==> src/rtl/act_out_buffer.sv <==
// Activation output buffer: captures one f per complete assertion into a circular FIFO and streams layer-framed words.
// Latency: a capture at edge t is visible on m_valid/m_data after edge t; outputs come only from registers.
// Backpressure: m_ready stalls the head word; a capture into a full FIFO without a same-cycle pop is dropped and sets overflow.
// Optional feature: define ACT_CLAMP_EN to saturate stored magnitudes to ONE.
module act_out_buffer #(
    parameter int             WIDTH   = 15,
    parameter int             DEPTH   = 8,
    parameter int             NEURONS = 4,
    parameter logic [WIDTH:0] ONE     = 16'h0400
) (
    input  logic                     clk,
    input  logic                     ext_reset,
    input  logic [WIDTH:0]           f,
    input  logic                     complete,
    input  logic                     clr,
    output logic [WIDTH:0]           m_data,
    output logic                     m_valid,
    input  logic                     m_ready,
    output logic                     m_last,
    output logic                     layer_done,
    output logic [$clog2(DEPTH):0]   count,
    output logic                     overflow
);

    localparam int AW = $clog2(DEPTH);
    localparam logic [7:0] LAST_IDX = 8'(NEURONS - 1);
`ifdef ACT_CLAMP_EN
    localparam bit CLAMP_EN = 1'b1;
`else
    localparam bit CLAMP_EN = 1'b0;
`endif

    typedef struct packed {
        logic           last;
        logic [WIDTH:0] dat;
    } entry_t;

    typedef enum logic {ARMED, HOLD} cap_state_e;

    cap_state_e     state_q, state_d;
    entry_t         mem_q [DEPTH];
    entry_t         mem_d [DEPTH];
    logic [AW:0]    wr_ptr_q, wr_ptr_d;
    logic [AW:0]    rd_ptr_q, rd_ptr_d;
    logic [7:0]     idx_q, idx_d;
    logic           overflow_q, overflow_d;
    logic           layer_done_q, layer_done_d;

    logic [AW:0]    occ;
    logic           full;
    logic           head_vld;
    logic           pop;
    logic           capture;
    logic           push;
    logic           drop;
    logic [WIDTH:0] f_store;
    entry_t         head;

    // Occupancy from the extended pointers: the extra MSB disambiguates full from empty.
    always_comb begin
        occ      = wr_ptr_q - rd_ptr_q;
        full     = (occ == (AW+1)'(DEPTH));
        head_vld = (occ != '0);
        head     = mem_q[rd_ptr_q[AW-1:0]];
        pop      = head_vld & m_ready;
        capture  = (state_q == ARMED) & complete & ~clr;
        push     = capture & (~full | pop);
        drop     = capture & full & ~pop;
    end

    always_comb begin
        f_store = f;
        if (CLAMP_EN && (f[WIDTH-1:0] > ONE[WIDTH-1:0])) begin
            f_store = {f[WIDTH], ONE[WIDTH-1:0]};
        end
    end

    always_comb begin
        state_d = state_q;
        case (state_q)
            ARMED:   if (complete)  state_d = HOLD;
            HOLD:    if (!complete) state_d = ARMED;
            default:                state_d = ARMED;
        endcase
        // A clear during an in-flight assertion must not cause a re-capture of it.
        if (clr) begin
            state_d = complete ? HOLD : ARMED;
        end
    end

    always_comb begin
        mem_d        = mem_q;
        wr_ptr_d     = wr_ptr_q;
        rd_ptr_d     = rd_ptr_q;
        idx_d        = idx_q;
        overflow_d   = overflow_q;
        layer_done_d = pop & head.last;

        if (push) begin
            mem_d[wr_ptr_q[AW-1:0]] = '{last: (idx_q == LAST_IDX), dat: f_store};
            wr_ptr_d = wr_ptr_q + 1'b1;
        end
        if (pop) begin
            rd_ptr_d = rd_ptr_q + 1'b1;
        end
        // Dropped words still consume a neuron slot so framing tracks the neuron sequence.
        if (capture) begin
            idx_d = (idx_q == LAST_IDX) ? 8'd0 : idx_q + 8'd1;
        end
        if (drop) begin
            overflow_d = 1'b1;
        end

        if (clr) begin
            for (int i = 0; i < DEPTH; i++) begin
                mem_d[i] = '0;
            end
            wr_ptr_d     = '0;
            rd_ptr_d     = '0;
            idx_d        = '0;
            overflow_d   = 1'b0;
            layer_done_d = 1'b0;
        end
    end

    always_ff @(posedge clk or posedge ext_reset) begin
        if (ext_reset) begin
            state_q      <= ARMED;
            for (int i = 0; i < DEPTH; i++) begin
                mem_q[i] <= '0;
            end
            wr_ptr_q     <= '0;
            rd_ptr_q     <= '0;
            idx_q        <= '0;
            overflow_q   <= 1'b0;
            layer_done_q <= 1'b0;
        end else begin
            state_q      <= state_d;
            mem_q        <= mem_d;
            wr_ptr_q     <= wr_ptr_d;
            rd_ptr_q     <= rd_ptr_d;
            idx_q        <= idx_d;
            overflow_q   <= overflow_d;
            layer_done_q <= layer_done_d;
        end
    end

    assign m_valid    = head_vld;
    assign m_data     = head_vld ? head.dat : '0;
    assign m_last     = head_vld & head.last;
    assign layer_done = layer_done_q;
    assign count      = occ;
    assign overflow   = overflow_q;

endmodule
==> config.mk <==
export PLATFORM = sky130hd
export DESIGN_NAME = act_out_buffer
export DESIGN_NICKNAME = d
export VERILOG_FILES = /design/src/rtl/act_out_buffer.sv
export SDC_FILE = /design/constraint.sdc
export NUM_CORES = 1
export LEC_CHECK = 0
export ABC_CLOCK_PERIOD_IN_PS = 5340
export CELL_PAD_IN_SITES_DETAIL_PLACEMENT = 1
export CELL_PAD_IN_SITES_GLOBAL_PLACEMENT = 2
export CORE_MARGIN = 2
export CORE_UTILIZATION = 42
export DETAILED_ROUTE_END_ITERATION = 6
export GPL_TIMING_DRIVEN = 1
export PLACE_DENSITY_LB_ADDON = 0.1
export SLEW_MARGIN = 25
export SYNTH_ARGS = -nofsm -noshare
export SYNTH_HDL_FRONTEND = slang
export SYNTH_SLANG_ARGS = --single-unit
==> constraint.sdc <==
create_clock -name clk -period 5.34 [get_ports clk]
set_input_delay 0.534 -clock clk [delete_from_list [all_inputs] [get_ports clk]]
set_output_delay 0.534 -clock clk [all_outputs]
set_load 0.02 [all_outputs]
; Word-level counts from Yosys, hierarchy flattened
; Index checks and enable logic that the tools add are counted.
[word_totals]
wordCells = 72
out_inout_bits = 24
regBits = 155
[op_classes]
reduce_logical = 6
bitwise = 15
eq_ne = 2
add_sub_neg = 4
order_cmp = 3
muxes = 20
[op_table]
columns = cell, n
row1 = 136-bit two-way mux, 2
row2 = 136-bit bitwise mux, 1
row3 = 17-bit binary-select mux with 3-bit select, 1
row4 = 17-bit demux with 3-bit select, 1
row5 = 17-bit two-way mux, 3
row6 = 8-bit two-way mux, 3
row7 = 16-bit two-way mux, 1
row8 = 4-bit two-way mux, 4
row9 = "4-bit by 1-bit adder with 4-bit output, second input constant", 2
row10 = "8-bit by 1-bit adder with 8-bit output, second input constant", 1
row11 = 1-bit bitwise AND, 8
row12 = "8-bit by 2-bit == test with 1-bit output, second input constant", 1
row13 = "4-bit greater-or-equal comparator, second input constant", 2
row14 = 3-bit NOT with 4-bit output, 2
row15 = 2-bit nonzero test, 4
row16 = "4-bit == test, second input constant", 1
row17 = "4-bit by 1-bit less-than comparator with 1-bit output, second input constant", 1
row18 = 1-bit two-way mux, 4
row19 = 1-bit NOT, 4
row20 = 4-bit nonzero test, 1
row21 = 4-bit subtractor, 1
row22 = 1-bit logical AND, 1
row23 = 1-bit bitwise OR, 1

; Depth between registers and ports, before layout
[depth]
depth_word = 8
depth_mapped = 13

; Least setup slack after synthesis
; No wires, ideal clock.
[synth_path]
path_type = register to output
start = reg rd_ptr_q[2]
end = out m_last
stages_incl_launch_ff = 11
t_required_ns = 4.806
slack_ns = 2.077
t_arrival_ns = 2.729
cell_sequence = dfrtp_1 -> clkbuf_1 -> clkinv_1 -> clkbuf_1 -> ha_1 -> nand3b_1 -> and3_4 -> or2_2 -> nor2_2 -> buf_2 -> nor2_1
[synth_between]
elab_cells_between_ends = 7
classes_between = add/sub: 1 / mux: 3 / bitwise: 2 / reduce/logical: 1
[synth_lines]
columns = element, line
row1 = from (decl), 44  ; logic [AW:0] rd_ptr_q, rd_ptr_d;
row2 = from (signal assigned), 141  ; rd_ptr_q <= rd_ptr_d;
row3 = 4-bit subtractor, 61  ; occ = wr_ptr_q - rd_ptr_q;
row4 = named net count[3], 21  ; output logic [$clog2(DEPTH):0] count,
row5 = 4-bit nonzero test, 63  ; head_vld = (occ != '0);
row6 = 1-bit bitwise AND, 150  ; assign m_last = head_vld & head.last;
row7 = to (decl), 19  ; output logic m_last,
; The timed path passes the listed nets, and every way through them passes these cells. The select of a mux whose other input is x is not followed.

; Final worst setup path
[layout_path]
start = reg wr_ptr_q[0]
end = out m_data[7]
[layout_between]
elab_chain_len = 3
[layout_rtl]
columns = element, line
row1 = from (decl), 43  ; logic [AW:0] wr_ptr_q, wr_ptr_d;
row2 = from (signal assigned), 140  ; wr_ptr_q <= wr_ptr_d;
row3 = 4-bit subtractor, 61
row4 = 4-bit nonzero test, 63
row5 = 16-bit two-way mux, 149  ; assign m_data = head_vld ? head.dat : '0;
row6 = to (decl), 16  ; output logic [WIDTH:0] m_data,
; No other way between the ends.

==> results.yml <==
floorplan:
  die_area_mm2: 0.0188
  die_h_um: 137
  die_x_um: 137
  ioPinCount: 45
  core_area_mm2: 0.0173
  initial_utilization_pct: 43.0
  row_count: 48
clocking:
  insertion_delay_ns: 0.44
  root_buffer: "clkbuf_16"
  cts_resized: 0
  cts_hold_buffers: 0
  clk_pin_slew_ns: 0.07
  cts-buffers-inserted: 17
  htreeDepth: 4
  post_cts_buffers: 0
  cts_tree: "yes"
  clockBufferDepth: 2
  cts.sinks: 155
power_and_ir_drop:
  leakage_nw: 3.71
  irDropWorstVdd_mv: 0.203
  swShare_pct: 31.6
  p_clk_share_pct: 39.8
  seq_power_share_pct: 36.7
  p_comb_share_pct: 23.5
  power_switching_w: 0.00105
  power_density_mw_per_mm2: 384
  p_int_w: 0.00227
critical_path:
  cp_common_cell: "inv_1"
  crit_chain: "inv_1, ha_1, inv_1, fa_1, nor2b_1, nand2_1, nor2_2, a21oi_1, clkdlybuf4s50_1"
  cp.required_ns: 4.81
  crit_fanout: 18
  start_kind: "flop"
  crit_arrival_ns: 3.82
  slowest_stage: "nor2_2"
  crit_type: "reg -> out"
  slowest_delay_ns: 0.71
  endpoint_kind: "primary output"
logic_synthesis:
  ys_warn_count: 0
  synthesis.instances: 581
  synth_fp_nets: 609
  synth_top_area_share_pct: 52.2
  syn_area_per_cell_um2: 12.8
  yosys.area.top_type: "dfrtp_1"
  ys_seq_area_share_pct: 52.2
  synthFlopType: "dfrtp_1"
  synth_seq_cells: 155
  synth_area_leaders: "dfrtp_1 52%, mux4_2 10%, a32o_1 8.6%"
  syn_area_mm2: 0.00743
  synth_edf_count: 0
  synthArstFlopShare_pct: 100
  ys_types: 54
placement:
  portBuffers: 44
  dp_slack_ns: 1.42
  dp_hpwl_um: 13700
  gp_congestion: 0.871
sta:
  slew_violations: 0
  fmax_ghz: 0.230
  period_share_pct: 81.6
  fin_skew_ns: 0.00833
  setup_slack_ns: 0.985
  hold_violations: 0
  finalSetupTns_ns: 0
  setup_violations: 0
  rsz0062_at_grt: "no"
  final.min_clock_period_ns: 4.36
  holdWs_ns: 0.485
  relSlewSlack_pct: 29.7
  worst_pin_slew_ns: 1.05
routing:
  wl_um: 22400
  wl_per_cell_um: 26.6
  drc: 0
  ant_nets: 0
  drt_iter0_drc: 352
  vias: 5370
  avgViaCountPerCell: 6.37
  firstDrtPassIters: 4
grt:
  grt_antenna_before_repair: 0
  track_usage_pct: 25.6
  grt_max_degree: 122
  grt_pass1_vias: 5852
  overflow: 0
  grt_pass1_wl_um: 35000
final_layout:
  final_common_cell: "dfrtp_1"
  num-fill-cells: 1754
  final_nets: 633
  drive_above_1_share_pct: 16.7
  diodes: 0
  layout_common_cells: "154 x dfrtp_1, 64 x a32o_1, 62 x nand2_1, 47 x a2bb2o_1, 43 x clkdlybuf4s50_1"
  area.growth.synth_to_final_pct: 16.1
job:
  cap_violations: 0
outcome:
  outcome: "complete, no violations"
worst_hold_path:
  hp-class: "reg -> reg"
[worst paths after layout]
path	start	end	slack (ns)	cells past startpoint
setup / recovery	wr_ptr_q[0]	m_data[7]	0.98	9
hold / removal	mem_q[28]	mem_q[28]	0.49	1
setup reg to reg	wr_ptr_q[0]	mem_q[30]	1.88	10
hold reg to reg	mem_q[28]	mem_q[28]	0.49	1
max in group asynchronous	ext_reset	rd_ptr_q[2]	3.65	3
min in group asynchronous	ext_reset	mem_q[38]	0.66	2
[through the flow]
step                util, %  instance area (µm²)  total power, W  std cells
finish                 49.9                 8630         0.00331        843
floorplan                 -                 7430         0.00176        581
detailed placement     46.2                 8000         0.00202        811
global route           49.9                 8630         0.00344        843
global placement       46.2                 7990         0.00201        811
CTS                    49.9                 8630         0.00334        843
[cells by family after synthesis]
group	share of synthesized area (%)
compound gates	22.8
xor+xnor	0.808
fa+ha+maj	1.28
buf+inv	4.68
flops	52.2
mux	10.6
simple gates	7.66
[cells in the mapped netlist (3+ instances only)]
| master | n |
|---|---|
| a2bb2o_1 | 47 |
| buf_4 | 3 |
| o21ai_0 | 10 |
| a31oi_1 | 3 |
| ha_1 | 6 |
| nor2_1 | 13 |
| a31oi_4 | 3 |
| nand4_1 | 3 |
| nor2b_1 | 3 |
| inv_1 | 25 |
| nor3_1 | 3 |
| nand3_1 | 5 |
| buf_6 | 5 |
| nand2_1 | 62 |
| clkbuf_1 | 23 |
| and3_1 | 4 |
| o32ai_1 | 15 |
| a32o_1 | 64 |
| xor2_1 | 3 |
| o2bb2ai_1 | 8 |
| dfrtp_1 | 155 |
| a21oi_1 | 25 |
| or3_1 | 3 |
| buf_2 | 15 |
| mux4_2 | 34 |
[layer usage]
layer  vias up  GRT usage [%]  part of all wire, %
met5         -              0                    0
met4         0           7.39                  1.4
met3        23           4.89                  4.3
met2       121           41.4                   49
met1      2910           35.1                   46
li1       2316              -                    -
[worst max-delay path, delay by kind of cell (launching register included)]
| family | cells | cell delay (ns) |
|---|---|---|
| fa+ha+maj | 2 | 0.76 |
| buf+inv | 3 | 0.86 |
| compound gates | 1 | 0.12 |
| simple gates | 3 | 1.05 |
| flops | 1 | 0.60 |
[sequential cells by signal, indices dropped and copies added (netlist names)]
register    cells
rd_ptr_q        4
idx_q           8
overflow        1
layer_done      1
mem_q         136
wr_ptr_q        4
state_q         1
[power by group through the flow]
stage / sequential [W] / clock [W] / combinational (W)
global placement: 0.00123 / 0 / 0.000771
detailed placement: 0.00124 / 0 / 0.000787
CTS: 0.00122 / 0.00134 / 0.000787
finish: 0.00122 / 0.00132 / 0.000780
global route: 0.00122 / 0.00139 / 0.000832
floorplan: 0.00123 / 0 / 0.000534
[layout make-up]
class	count	area, µm²	share of cell area, %
clock buffer	17	425	4.93
multi-input combinational	352	3230	37.4
timing repair buffer	53	503	5.83
clock inverter	15	209	2.42
sequential	155	3880	45.0
inverter	26	105	1.22
tap	225	282	3.26
(Power assumes the default switching activity.)
